## src/rtl/serial_subtractor_pkg.sv

```systemverilog
// Shared types for the bit-serial subtractor: FSM state encoding and default width.
package serial_subtractor_pkg;

  localparam int unsigned DEFAULT_WIDTH = 8;

  typedef enum logic [1:0] {
    IDLE = 2'b00,
    BUSY = 2'b01,
    DONE = 2'b10
  } state_e;

endpackage

```

## src/rtl/serial_subtractor_if.sv

```systemverilog
// Start/busy/done handshake plus operand and result buses of the serial subtractor.
interface serial_subtractor_if #(
  parameter int unsigned WIDTH = 8
);

  logic             start;
  logic [WIDTH-1:0] a;
  logic [WIDTH-1:0] b;
  logic             busy;
  logic             done;
  logic [WIDTH-1:0] diff;
  logic             borrow;

  modport master (
    output start, a, b,
    input  busy, done, diff, borrow
  );

  modport slave (
    input  start, a, b,
    output busy, done, diff, borrow
  );

endinterface

```

## src/rtl/full_subtractor.sv

```systemverilog
// One-bit full subtractor cell: d = a - b - bin with borrow out.
module full_subtractor (
  input  logic a,
  input  logic b,
  input  logic bin,
  output logic d,
  output logic bout
);

  assign d    = a ^ b ^ bin;
  assign bout = (~a & b) | (~(a ^ b) & bin);

endmodule

```

## src/rtl/serial_subtractor.sv

```systemverilog
// Bit-serial unsigned a - b, LSB first, one bit per clock through a single
// full-subtractor cell; diff/borrow update only when all bits are done.
module serial_subtractor
  import serial_subtractor_pkg::*;
#(
  parameter int unsigned WIDTH = DEFAULT_WIDTH
) (
  input logic           clk,
  input logic           rst_n,
  serial_subtractor_if.slave bus
);

  localparam int unsigned CNT_W = $clog2(WIDTH);
  localparam logic [CNT_W-1:0] CNT_LAST = CNT_W'(WIDTH - 1);

  state_e           state;
  state_e           state_next;
  logic [WIDTH-1:0] a_sr;
  logic [WIDTH-1:0] b_sr;
  logic [WIDTH-1:0] res;
  logic [WIDTH-1:0] res_next;
  logic [CNT_W-1:0] cnt;
  logic             bin;
  logic             d;
  logic             bout;
  logic             busy_q;
  logic             done_q;
  logic [WIDTH-1:0] diff_q;
  logic             borrow_q;

  logic             load;
  logic             step;
  logic             last;
  logic             busy_next;
  logic             done_next;

  full_subtractor u_fs (
    .a    (a_sr[0]),
    .b    (b_sr[0]),
    .bin  (bin),
    .d    (d),
    .bout (bout)
  );

  assign res_next = {d, res[WIDTH-1:1]};

  // Next-state and control decode; DONE accepts start just like IDLE
  always_comb begin
    state_next = state;
    load       = 1'b0;
    step       = 1'b0;
    last       = 1'b0;
    busy_next  = 1'b0;
    done_next  = 1'b0;
    case (state)
      IDLE, DONE: begin
        if (bus.start) begin
          load       = 1'b1;
          busy_next  = 1'b1;
          state_next = BUSY;
        end else begin
          state_next = IDLE;
        end
      end
      BUSY: begin
        step = 1'b1;
        if (cnt == CNT_LAST) begin
          last       = 1'b1;
          done_next  = 1'b1;
          state_next = DONE;
        end else begin
          busy_next  = 1'b1;
        end
      end
      default: state_next = IDLE;
    endcase
  end

  // State, datapath and registered outputs
  always_ff @(posedge clk or negedge rst_n) begin
    if (!rst_n) begin
      state    <= IDLE;
      a_sr     <= '0;
      b_sr     <= '0;
      res      <= '0;
      cnt      <= '0;
      bin      <= 1'b0;
      busy_q   <= 1'b0;
      done_q   <= 1'b0;
      diff_q   <= '0;
      borrow_q <= 1'b0;
    end else begin
      state  <= state_next;
      busy_q <= busy_next;
      done_q <= done_next;
      if (load) begin
        a_sr <= bus.a;
        b_sr <= bus.b;
        res  <= '0;
        cnt  <= '0;
        bin  <= 1'b0;
      end else if (step) begin
        a_sr <= {1'b0, a_sr[WIDTH-1:1]};
        b_sr <= {1'b0, b_sr[WIDTH-1:1]};
        res  <= res_next;
        bin  <= bout;
        // Hold the counter at zero after the last bit so it never wraps
        cnt  <= last ? '0 : cnt + CNT_W'(1);
        if (last) begin
          diff_q   <= res_next;
          borrow_q <= bout;
        end
      end
    end
  end

  assign bus.busy   = busy_q;
  assign bus.done   = done_q;
  assign bus.diff   = diff_q;
  assign bus.borrow = borrow_q;

endmodule

```

## src/flat_wrapper.sv

```systemverilog
// flat-port wrapper written by rule: the top's interface ports become plain ports
module serial_subtractor_flat import serial_subtractor_pkg::*;
#(
  parameter int unsigned WIDTH = DEFAULT_WIDTH
)
  (clk, rst_n, bus_start, bus_a, bus_b, bus_busy, bus_done, bus_diff, bus_borrow);
  serial_subtractor_if #(.WIDTH(WIDTH)) bus_i ();
  input logic clk;
  input logic rst_n;
  input wire logic [$bits(bus_i.start)-1:0] bus_start;
  input wire logic [$bits(bus_i.a)-1:0] bus_a;
  input wire logic [$bits(bus_i.b)-1:0] bus_b;
  output wire logic [$bits(bus_i.busy)-1:0] bus_busy;
  output wire logic [$bits(bus_i.done)-1:0] bus_done;
  output wire logic [$bits(bus_i.diff)-1:0] bus_diff;
  output wire logic [$bits(bus_i.borrow)-1:0] bus_borrow;
  assign bus_i.start = bus_start;
  assign bus_i.a = bus_a;
  assign bus_i.b = bus_b;
  assign bus_busy = bus_i.busy;
  assign bus_done = bus_i.done;
  assign bus_diff = bus_i.diff;
  assign bus_borrow = bus_i.borrow;
  serial_subtractor #(.WIDTH(WIDTH)) u_core (.clk(clk), .rst_n(rst_n), .bus(bus_i));
endmodule
```

## config.mk

```make
export PLATFORM = sky130hd
export DESIGN_NAME = serial_subtractor_flat
export DESIGN_NICKNAME = d
export VERILOG_FILES = /design/src/rtl/serial_subtractor_pkg.sv /design/src/rtl/serial_subtractor_if.sv /design/src/rtl/full_subtractor.sv /design/src/rtl/serial_subtractor.sv /design/src/flat_wrapper.sv
export SDC_FILE = /design/constraint.sdc
export NUM_CORES = 1
export LEC_CHECK = 0
export CORE_MARGIN = 2
export CORE_UTILIZATION = 56
export DETAILED_ROUTE_END_ITERATION = 16
export GPL_ROUTABILITY_DRIVEN = 0
export HOLD_SLACK_MARGIN = 0.15
export PLACE_DENSITY = 0.91
export SLEW_MARGIN = 20
export SYNTH_ARGS = -nofsm -noshare
export SYNTH_HDL_FRONTEND = slang
export SYNTH_SLANG_ARGS = --single-unit
```

## constraint.sdc

```tcl
create_clock -name clk -period 2.3 [get_ports clk]
set_input_delay 0.46 -clock clk [delete_from_list [all_inputs] [get_ports clk]]
set_output_delay 0.46 -clock clk [all_outputs]
set_load 0.05 [all_outputs]
```

==> summary.md, run 1 <==
| Metric | Value |
|---|---|
| Final #Nets | `201` |
| Fmax | `498 MHz` |
| WP buf/inv | `1` |
| Clock Power Share | `0.150` |
| DRC | `0` |
| Setup bufs post-CTS | `0` |
| Pwr/cell area | `1390 nW/um^2` |
| Hold WS | `0.201 ns` |
| Net Count, Synth | `172` |
| Post-Route WL | `3410 um` |
| Count of cell types in the netlist | `26` |
| CTS Root Cell | `clkbuf_4` |
| Starting Density | `0.593` |
| Final period utilization | `0.872` |
| Status | `completed` |
| Leakage | `1.01 nW` |
| Peak VDD IR | `732 uV` |
| Pint | `1.83 mW` |
| Setup Viol. Count Final | `0` |
| Yosys warns | `0` |
| PortBufs | `29` |
| DRT iter0 DRCs | `44` |
| Startpoint Class | `register` |
| # placed instances | `216` |
| Seq/Total Area, Yosys | `0.548` |
| Grt peak-use layer | `met2` |
| Fin. max-slew vios | `0` |
| Met1 usage | `0.254` |
| Max_cap viols | `0` |
| Yosys top cell by area | `dfrtp_1` |
| Slew headroom | `0.439` |
| Slowest-stage cell, CP | `clkdlybuf4s50_1` |
| CP Cell Sequence | `clkdlybuf4s50_1` |
| CP max FO | `2` |
| Slew @ Worst Pin | `0.841 ns` |
| Chip width | `61.1 um` |
| Core Rows | `20` |
| H-tree depth | `2` |
| Hold Fails Final Rpt | `0` |
| Category of the most critical setup path | `register to output pin` |
| Final cell count without fillers | `224` |
| Critical Path RT | `1.84 ns` |
| Fill count | `230` |
| #FFs+latches synth | `40` |
| Met3 GRT Util | `0.0672` |
| Asr flop ratio synth | `1.00` |
| Met2 usage | `0.375` |
| Setup tns final | `0 ns` |
| GRT Util Overall | `0.218` |
| Mapped cell area | `1830 um^2` |
| Largest net degree at the start of global routing | `41` |
| Post-synth top cells | `dfrtp_1 (40), mux2_1 (15), inv_1 (14)` |
| Worst Setup End Kind | `output pin` |
| Worst-skew pair later-pin latency | `0.34 ns` |
| DRT antenna net count | `0` |
| Num CTS Buffers | `5` |
| # hold bufs at CTS | `0` |
| Setup ws final | `0.293 ns` |
| Top-area cell type share of the netlist area | `0.548` |
| Synthesis-to-layout area growth | `20.3%` |
| Final min period | `2.01 ns` |
| Die height | `61.1 um` |
| Sequential share of power | `0.413` |
| Switching Fraction | `0.400` |
| Vias in the first global route | `1,252` |
| Synthesized area per cell | `12.2 um^2` |
| Logic pwr share | `0.438` |
| Post-Place Worst Slack | `0.319 ns` |
| Wire per inst | `15.2 um` |
| RSZ-0062 raised after global routing | `false` |
| Vias | `1,236` |
| Hold WC Path Type | `input port to asynchronous set/reset pin` |
| Largest cells by area after synthesis | `dfrtp_1 (55%), mux2_1 (9.3%), a22o_1 (4.8%), a21oi_2 (4.3%), o22ai_1 (3.4%)` |
| Ys flop type | `dfrtp_1` |
| Via-to-Cell Ratio | `5.52` |
| Syn Inst Count | `150` |
| CP max stage delay | `0.82 ns` |
| N_diodes | `0` |
| Post-synth EDFFs | `0` |
| CP Data Arrival Time | `1.55 ns` |
| Core ar. | `3080 um^2` |
| Gr ovfl total | `0` |
| Clock sink count | `40` |
| Initial antenna violation count | `0` |
| Core Util, Final | `0.713` |
| CTS tree | `done` |
| Most common cell in the synthesized netlist | `dfrtp_1` |
| Detailed Routing Iterations Pass 1 | `4` |
| Hpwl dp | `2430 um` |
| PostCTS Resize Cnt | `0` |
| First-pass GRT wire length | `5770 um` |
| Final Skew | `0.00483 ns` |
| Switching pwr | `1.22 mW` |
| Share of cells above drive strength 1 | `0.139` |
| Clk buf depth | `2` |
| Delay-heaviest family, CP | `buffers and inverters` |
| IO Pins | `30` |
| Die area | `3730 um^2` |
| Clock-pin slew of the registers on the worst-case setup and hold paths | `0.12 ns` |
through the flow:
stage	power, mW	cell area (um^2)
global route	3.26	2200
global placement	2.53	2120
CTS	3.07	2200
floorplan	2.25	1830
finish	3.04	2200
detailed placement	2.61	2120
metal layers:
metal  routed length, um  part of all wire  up-vias
li1                    -                 -      583
met1                1380              0.41      609
met2                1770              0.52       37
met3                 174             0.051        7
met4                  75             0.022        0
met5                   0                 0        -
flip-flops by register name, summed over array words and instances (netlist names):
| signal | cells |
|---|---|
| u_core.bus.busy | 1 |
| u_core.a_sr | 8 |
| u_core.bus.done | 1 |
| u_core.res | 7 |
| u_core.bin | 1 |
| u_core.bus.borrow | 1 |
| u_core.cnt | 3 |
| u_core.state | 2 |
| u_core.b_sr | 8 |
| u_core.bus.diff | 8 |
power groups by stage:
stage	clock network [mW]	logic (mW)	registers [mW]
global placement	0	1.29	1.24
floorplan	0	0.815	1.44
CTS	0.465	1.35	1.26
detailed placement	0	1.35	1.27
finish	0.455	1.33	1.26
global route	0.496	1.47	1.30
final cells by class:
cell class	instances	area [um^2]	area share
clock buffers	6	41.3	0.0188
clock inverters	2	35.0	0.0160
inverters	16	60.1	0.0274
multi-input cells	84	696	0.317
flip-flops and latches	40	1000	0.456
well taps	44	55.1	0.0251
repair buffers	32	308	0.140
cells in the final DEF (no fill, tap or decap):
master and count:
clkbuf_4 5, inv_1 14, o21ai_1 7, and2_1 1
dfrtp_1 40, buf_2 1, nor2b_1 4, mux2_1 15
and2_4 1, a21oi_1 4, a22o_1 10, o2bb2ai_1 1
bufinv_16 1, o22ai_1 10, or4b_1 1, nand2_1 4
nand3b_4 1, ha_1 2, nand2b_1 2, clkdlybuf4s50_1 28
mux2_2 1, a221o_1 1, clkbuf_1 1, nor2_1 2
clkinv_2 1, inv_2 2, fa_1 1, a211oi_1 3
mux2i_1 4, a21oi_2 9, buf_4 3
final timing paths:
check	from	endpoint	slack, ns	depth (start not counted)
max in group asynchronous	rst_n	u_core.a_sr[4]$_DFFE_PN0P_	1.57	1
setup / recovery	u_core.bus.borrow$_DFFE_PN0P_	bus_borrow	0.29	1
setup reg to reg	u_core.state[0]$_DFFE_PN0P_	u_core.b_sr[5]$_DFFE_PN0P_	0.60	3
hold reg to reg	u_core.bus.diff[5]$_DFFE_PN0P_	u_core.bus.diff[5]$_DFFE_PN0P_	0.50	1
min in group clk	u_core.bus.diff[5]$_DFFE_PN0P_	u_core.bus.diff[5]$_DFFE_PN0P_	0.50	1
hold / removal	rst_n	u_core.res[6]$_DFFE_PN0P_	0.20	1
logic make-up (layout without fill, tap and decap cells):
group,Yosys count,in the layout,synth area share
adder cells (fa/ha/maj),3,3,0.0247
AO/OA/AOI/OAI,45,45,0.178
multiplexers,20,20,0.121
flip-flops,40,40,0.548
buffers and inverters,26,56,0.0706
AND/OR/NAND/NOR,16,16,0.0576
No activity file was read; power rests on OpenSTA's default activity.
==> inputs of run 2 (changes only) <==
--- a/config.mk
+++ b/config.mk
@@ -6,11 +6,13 @@
 export NUM_CORES = 1
 export LEC_CHECK = 0
 export CORE_MARGIN = 2
-export CORE_UTILIZATION = 56
+export CORE_UTILIZATION = 45
+export CTS_CLUSTER_SIZE = 14
 export DETAILED_ROUTE_END_ITERATION = 16
 export GPL_ROUTABILITY_DRIVEN = 0
 export HOLD_SLACK_MARGIN = 0.15
-export PLACE_DENSITY = 0.91
+export MAX_ROUTING_LAYER = met4
+export PLACE_DENSITY = 0.77
 export SLEW_MARGIN = 20
 export SYNTH_ARGS = -nofsm -noshare
 export SYNTH_HDL_FRONTEND = slang
==> run 2 against run 1 <==
  * Count of clock-buffer cells in the layout is the same
  * Cell area grew 0.40%
  * Register-to-register slack better by 0.06 ns
  * Flip-flop and latch count stayed put
  * Clock skew grew 0.0012 ns
  * Non-clock buffer count stayed put
  * Worst setup slack gained 0.11 ns
  * Cell count is 2.2% higher
  * Die area up 23%
  * Via count fell by 1.9%
  * First-iteration DRC count up 23%
  * Power down 0.53%
  * Critical path type unchanged
  * Largest cell class unchanged
  * Largest power group unchanged
==> summary.md, run 2 (synthesized netlist as in run 1, its figures left out) <==
| Metric | Value |
|---|---|
| Status | `completed (unchanged)` |
| N_diodes | `0 (unchanged)` |
| Chip width | `67.7 um (was 61.1 um)` |
| PostCTS Resize Cnt | `0 (unchanged)` |
| Vias in the first global route | `1,199 (was 1,252)` |
| Max_cap viols | `0 (unchanged)` |
| CTS Root Cell | `clkbuf_8 (was clkbuf_4)` |
| H-tree depth | `2 (unchanged)` |
| PortBufs | `29 (unchanged)` |
| Worst-skew pair later-pin latency | `0.29 ns (was 0.34 ns)` |
| # hold bufs at CTS | `0 (unchanged)` |
| Final min period | `1.90 ns (was 2.01 ns)` |
| Final period utilization | `0.826 (was 0.872)` |
| Via-to-Cell Ratio | `5.30 (was 5.52)` |
| Hold WC Path Type | `input port to asynchronous set/reset pin (unchanged)` |
| CP max stage delay | `0.80 ns (was 0.82 ns)` |
| Leakage | `1.01 nW (about the same)` |
| Commonest non-fill, non-tap cells in the layout | `dfrtp_1 (40), clkdlybuf4s50_1 (28), mux2_1 (15), inv_1 (14) (unchanged)` |
| Core Rows | `23 (was 20)` |
| Share of cells above drive strength 1 | `0.134 (was 0.139)` |
| Peak VDD IR | `510 uV (was 732 uV)` |
| Hpwl dp | `2250 um (was 2430 um)` |
| Setup bufs post-CTS | `0 (unchanged)` |
| Post-Place Worst Slack | `0.271 ns (was 0.319 ns)` |
| Detailed Routing Iterations Pass 1 | `4 (unchanged)` |
| CP max FO | `2 (unchanged)` |
| Final #Nets | `201 (unchanged)` |
| Worst Setup End Kind | `output pin (unchanged)` |
| Vias | `1,213 (was 1,236)` |
| WP buf/inv | `1 (unchanged)` |
| Hold Fails Final Rpt | `0 (unchanged)` |
| Die height | `67.7 um (was 61.1 um)` |
| Slew @ Worst Pin | `0.862 ns (was 0.841 ns)` |
| Setup tns final | `0 ns (unchanged)` |
| IO Pins | `30 (unchanged)` |
| CTS tree | `done (unchanged)` |
| Setup Viol. Count Final | `0 (unchanged)` |
| RSZ-0062 raised after global routing | `false (unchanged)` |
| Core ar. | `3940 um^2 (was 3080 um^2)` |
| GRT Util Overall | `0.167 (was 0.218)` |
| Commonest non-fill, non-tap cell in the layout | `dfrtp_1 (unchanged)` |
| Wire per inst | `14.2 um (was 15.2 um)` |
| Die area | `4580 um^2 (was 3730 um^2)` |
| Total power draw | `3.03 mW (was 3.04 mW)` |
| Largest net degree at the start of global routing | `41 (unchanged)` |
| Category of the most critical setup path | `register to output pin (unchanged)` |
| Fmax | `527 MHz (was 498 MHz)` |
| Final Skew | `0.00607 ns (was 0.00483 ns)` |
| CP Data Arrival Time | `1.44 ns (was 1.55 ns)` |
| Clock-pin slew of the registers on the worst-case setup and hold paths | `0.07 ns (was 0.12 ns)` |
| Startpoint Class | `register (unchanged)` |
| Starting Density | `0.463 (was 0.593)` |
| Clk buf depth | `2 (unchanged)` |
| Core Util, Final | `0.559 (was 0.713)` |
| DRT iter0 DRCs | `54 (was 44)` |
| Num CTS Buffers | `5 (unchanged)` |
| Critical Path RT | `1.84 ns (about the same)` |
| CP Cell Sequence | `clkdlybuf4s50_1 (unchanged)` |
| Synthesis-to-layout area growth | `20.8% (was 20.3%)` |
| Post-Route WL | `3250 um (was 3410 um)` |
| Gr ovfl total | `0 (unchanged)` |
| DRC | `0 (unchanged)` |
| Slowest-stage cell, CP | `clkdlybuf4s50_1 (unchanged)` |
| Pwr/cell area | `1370 nW/um^2 (was 1390 nW/um^2)` |
| DRT antenna net count | `0 (unchanged)` |
| Clock sink count | `40 (unchanged)` |
| Setup ws final | `0.401 ns (was 0.293 ns)` |
| First-pass GRT wire length | `5350 um (was 5770 um)` |
| Delay-heaviest family, CP | `buffers and inverters (unchanged)` |
| Initial antenna violation count | `0 (unchanged)` |
| Slew headroom | `0.425 (was 0.439)` |
| Fin. max-slew vios | `0 (unchanged)` |
run 2: cell types whose count changed in the layout (fill, tap and decap cells not counted):
cell       previous run  this run
clkbuf_8              0         5
bufinv_16             1         0
clkbuf_4              5         0
run 2: stage by stage:
step	std cells	hold WS (ns)	area, um^2
3_5_place_dp	222	0.482	2130
4_1_cts	229	0.311	2200
6_report	229	0.277	2200
3_3_place_gp	222	0.474	2130
2_1_floorplan	150	0.164	1830
5_1_grt	229	0.341	2200
run 2: power by group:
part	switching, mW	internal (mW)	leakage [nW]
clock network	0.226	0.206	0.0410
logic	0.752	0.600	0.469
registers	0.231	1.01	0.500
total	1.21	1.82	1.01
run 2: final timing paths:
check	startpoint	endpoint	slack, ns	cells after the start
setup / recovery	u_core.bus.diff[4]$_DFFE_PN0P_	bus_diff[4]	0.40	1
hold reg to reg	u_core.bus.diff[1]$_DFFE_PN0P_	u_core.bus.diff[1]$_DFFE_PN0P_	0.49	1
min in group clk	u_core.bus.diff[1]$_DFFE_PN0P_	u_core.bus.diff[1]$_DFFE_PN0P_	0.49	1
hold / removal	rst_n	u_core.bus.diff[4]$_DFFE_PN0P_	0.28	1
setup reg to reg	u_core.state[1]$_DFFE_PN0P_	u_core.b_sr[5]$_DFFE_PN0P_	0.66	4
max in group asynchronous	rst_n	u_core.b_sr[3]$_DFFE_PN0P_	1.48	1
run 2: area by class of cell:
class,instances,area (um^2)
fillers,327,1740
flip-flops and latches,40,1000
multi-input cells,84,696
repair buffers,32,308
clock buffers,6,72.6
well taps,50,62.6
inverters,16,60.1
clock inverters,1,5.00
run 2: metal layers:
metal,wire [um],part of all wire,track usage
met1,1430,0.44,0.186
met2,1600,0.49,0.267
met3,147,0.045,0.0467
met4,67,0.021,0.0944
met5,0,0,-
run 2: worst reg2reg max path: stages, from the launching register on:
cell      delay [ns]
dfrtp_1         0.79
nand2b_1        0.22
buf_4           0.21
nor2_1          0.06
a221o_1         0.25
==> inputs of run 3 (changes only) <==
==> constraint.sdc (replaced) <==
create_clock -name clk -period 1.8 [get_ports clk]
set_input_delay 0.36 -clock clk [delete_from_list [all_inputs] [get_ports clk]]
set_output_delay 0.36 -clock clk [all_outputs]
set_load 0.05 [all_outputs]
==> run 3 against run 2 <==
  * Sequential share of layout area shrank 0.61 points
  * Register-to-register slack lost 0.42 ns
  * Worst hold slack gained 0.22 ns
  * Critical path depth grew 3
  * Cell area grew 1.4%
  * Core utilization grew 0.76 points
  * First-iteration DRC count grew 81%
  * Critical path type is now register to register
  * Critical endpoint is now u_core.cnt[0]$_DFFE_PN0P_
  * Largest cell class unchanged
  * Highest routed layer unchanged
==> summary.md, run 3 (synthesized netlist as in run 1, its figures left out) <==
| Metric | Value |
|---|---|
| WP buf/inv | `0 (was 1)` |
| Critical Path RT | `2.03 ns (was 1.84 ns)` |
| Starting Density | `0.463 (unchanged)` |
| Initial antenna violation count | `0 (unchanged)` |
| Clock sink count | `40 (unchanged)` |
| Num CTS Buffers | `5 (unchanged)` |
| Delay-heaviest family, CP | `simple AND/OR/NAND/NOR gates (was buffers and inverters)` |
| Setup bufs post-CTS | `0 (unchanged)` |
| Core ar. | `3940 um^2 (unchanged)` |
| Hpwl dp | `2440 um (was 2250 um)` |
| CP Data Arrival Time | `1.79 ns (was 1.44 ns)` |
| Final #Nets | `205 (was 201)` |
| DRC | `0 (unchanged)` |
| Final min period | `1.56 ns` |
| Most Frequent Cell on Critical Path | `ha_1` |
| WP depth | `4 (was 1)` |
| Commonest non-fill, non-tap cell in the layout | `dfrtp_1 (unchanged)` |
| Worst-skew pair later-pin latency | `0.29 ns (about the same)` |
| Final period utilization | `0.864` |
| Final cell count without fillers | `234 (was 229)` |
| Hold WC Path Type | `register to register (was input port to asynchronous set/reset pin)` |
| Setup tns final | `0 ns (unchanged)` |
| CTS tree | `done (unchanged)` |
| Peak VDD IR | `642 uV (was 510 uV)` |
| Pwr/cell area | `1740 nW/um^2 (was 1370 nW/um^2)` |
| Vias in the first global route | `1,270 (was 1,199)` |
| Largest net degree at the start of global routing | `22 (was 41)` |
| CTS Root Cell | `clkbuf_8 (unchanged)` |
| CP Cell Sequence | `ha_1 > ha_1 > or4b_1 > nand2_1 (was clkdlybuf4s50_1)` |
| First-pass GRT wire length | `5530 um (was 5350 um)` |
| Fmax | `643 MHz` |
| Fin. max-slew vios | `0 (unchanged)` |
| Slew @ Worst Pin | `0.670 ns (was 0.862 ns)` |
| Final Skew | `0.00467 ns (was 0.00607 ns)` |
| Category of the most critical setup path | `register to register (was register to output pin)` |
| Clock-pin slew of the registers on the worst-case setup and hold paths | `0.07 ns (about the same)` |
| Core Util, Final | `0.567 (was 0.559)` |
| Synthesis-to-layout area growth | `22.4% (was 20.8%)` |
| Slew headroom | `0.552 (was 0.425)` |
| Die area | `4580 um^2 (unchanged)` |
| Design Area, Final | `2230 um^2 (was 2200 um^2)` |
| PostCTS Resize Cnt | `0 (unchanged)` |
| GRT Util Overall | `0.173 (was 0.167)` |
| Die height | `67.7 um (unchanged)` |
| R2R depth | `4 (unchanged)` |
| Vias | `1,234 (was 1,213)` |
| Core Rows | `23 (unchanged)` |
| Via-to-Cell Ratio | `5.27 (was 5.30)` |
| Gr ovfl total | `0 (unchanged)` |
| Hold Fails Final Rpt | `0 (unchanged)` |
| CP max stage delay | `0.54 ns (was 0.80 ns)` |
| Worst Setup End Kind | `register (was output pin)` |
| Startpoint Class | `register (unchanged)` |
| IO Pins | `30 (unchanged)` |
| Post-Route WL | `3340 um (was 3250 um)` |
| Wire per inst | `14.3 um (was 14.2 um)` |
| DRT antenna net count | `0 (unchanged)` |
| Chip width | `67.7 um (unchanged)` |
| RSZ-0062 raised after global routing | `false (unchanged)` |
| Setup Viol. Count Final | `0 (unchanged)` |
| Share of cells above drive strength 1 | `0.207 (was 0.134)` |
| # hold bufs at CTS | `1 (was 0)` |
| WHS Path Cells | `1` |
| Total power draw | `3.89 mW (was 3.03 mW)` |
| N_diodes | `0 (unchanged)` |
| Commonest non-fill, non-tap cells in the layout | `dfrtp_1 (40), clkdlybuf4s50_1 (17), buf_4 (16), mux2_1 (15), inv_1 (14) (was dfrtp_1 (40), clkdlybuf4s50_1 (28), mux2_1 (15), inv_1 (14))` |
| H-tree depth | `2 (unchanged)` |
| Slowest-stage cell, CP | `or4b_1 (was clkdlybuf4s50_1)` |
| # placed instances | `225 (was 222)` |
| CP max FO | `5 (was 2)` |
| DRT iter0 DRCs | `98 (was 54)` |
| PortBufs | `29 (unchanged)` |
| Status | `completed (unchanged)` |
| Leakage | `1.05 nW (was 1.01 nW)` |
| Detailed Routing Iterations Pass 1 | `4 (unchanged)` |
| Max_cap viols | `0 (unchanged)` |
| Clk buf depth | `2 (unchanged)` |
| Placed Area | `2130 um^2 (about the same)` |
-- run 3: cell count changes in the layout (fill, tap and decap cells not counted) --
cell,change
clkinv_2,-1
dlygate4sd3_1,+1
clkbuf_8,+1
buf_12,+1
buf_4,+13
clkdlybuf4s50_1,-11
clkbuf_1,+1
-- run 3: worst paths after layout --
kind / from / to / slack (ns)
worst max-delay path: u_core.cnt[0]$_DFFE_PN0P_ / u_core.cnt[0]$_DFFE_PN0P_ / 0.24
worst min-delay path: u_core.bus.diff[1]$_DFFE_PN0P_ / u_core.bus.diff[1]$_DFFE_PN0P_ / 0.50
worst max register to register: u_core.cnt[0]$_DFFE_PN0P_ / u_core.cnt[0]$_DFFE_PN0P_ / 0.24
worst min register to register: u_core.bus.diff[1]$_DFFE_PN0P_ / u_core.bus.diff[1]$_DFFE_PN0P_ / 0.50
max in group asynchronous: rst_n / u_core.b_sr[1]$_DFFE_PN0P_ / 0.77
min in group asynchronous: rst_n / u_core.bus.diff[2]$_DFFE_PN0P_ / 0.56
-- run 3: per-stage QoR --
step	hold slack, ns	setup WS, ns
after global placement	0.336	0.109
after CTS	0.501	0.221
after floorplan	0.0644	0.243
final	0.496	0.244
after global routing	0.512	0.158
after detailed placement	0.346	0.0737
-- run 3: report_power, final --
group          internal (mW)  switching, mW  total (mW)
combinational          0.741          0.957        1.70
clock                  0.312          0.290       0.603
sequential              1.29          0.299        1.59
total                   2.34           1.55        3.89
-- run 3: routing by layer --
| layer | share of wire | wire length [um] | vias up | track usage |
|---|---|---|---|---|
| met3 | 0.054 | 179 | 4 | 0.0550 |
| li1 | - | - | 591 | - |
| met1 | 0.43 | 1440 | 610 | 0.186 |
| met4 | 0.016 | 53 | 0 | 0.0740 |
| met5 | 0 | 0 | - | - |
| met2 | 0.50 | 1670 | 29 | 0.292 |
-- run 3: cell type report --
type | count | area [um^2]
multi-input cells | 84 | 696
repair buffers | 36 | 325
clock buffers | 8 | 90.1
fillers | 328 | 1710
inverters | 16 | 60.1
well taps | 50 | 62.6
flip-flops and latches | 40 | 1000
-- run 3: worst register-to-register path: stages (launching register included) --
cell     delay (ns)
dfrtp_1        0.40
ha_1           0.21
ha_1           0.26
or4b_1         0.54
nand2_1        0.08
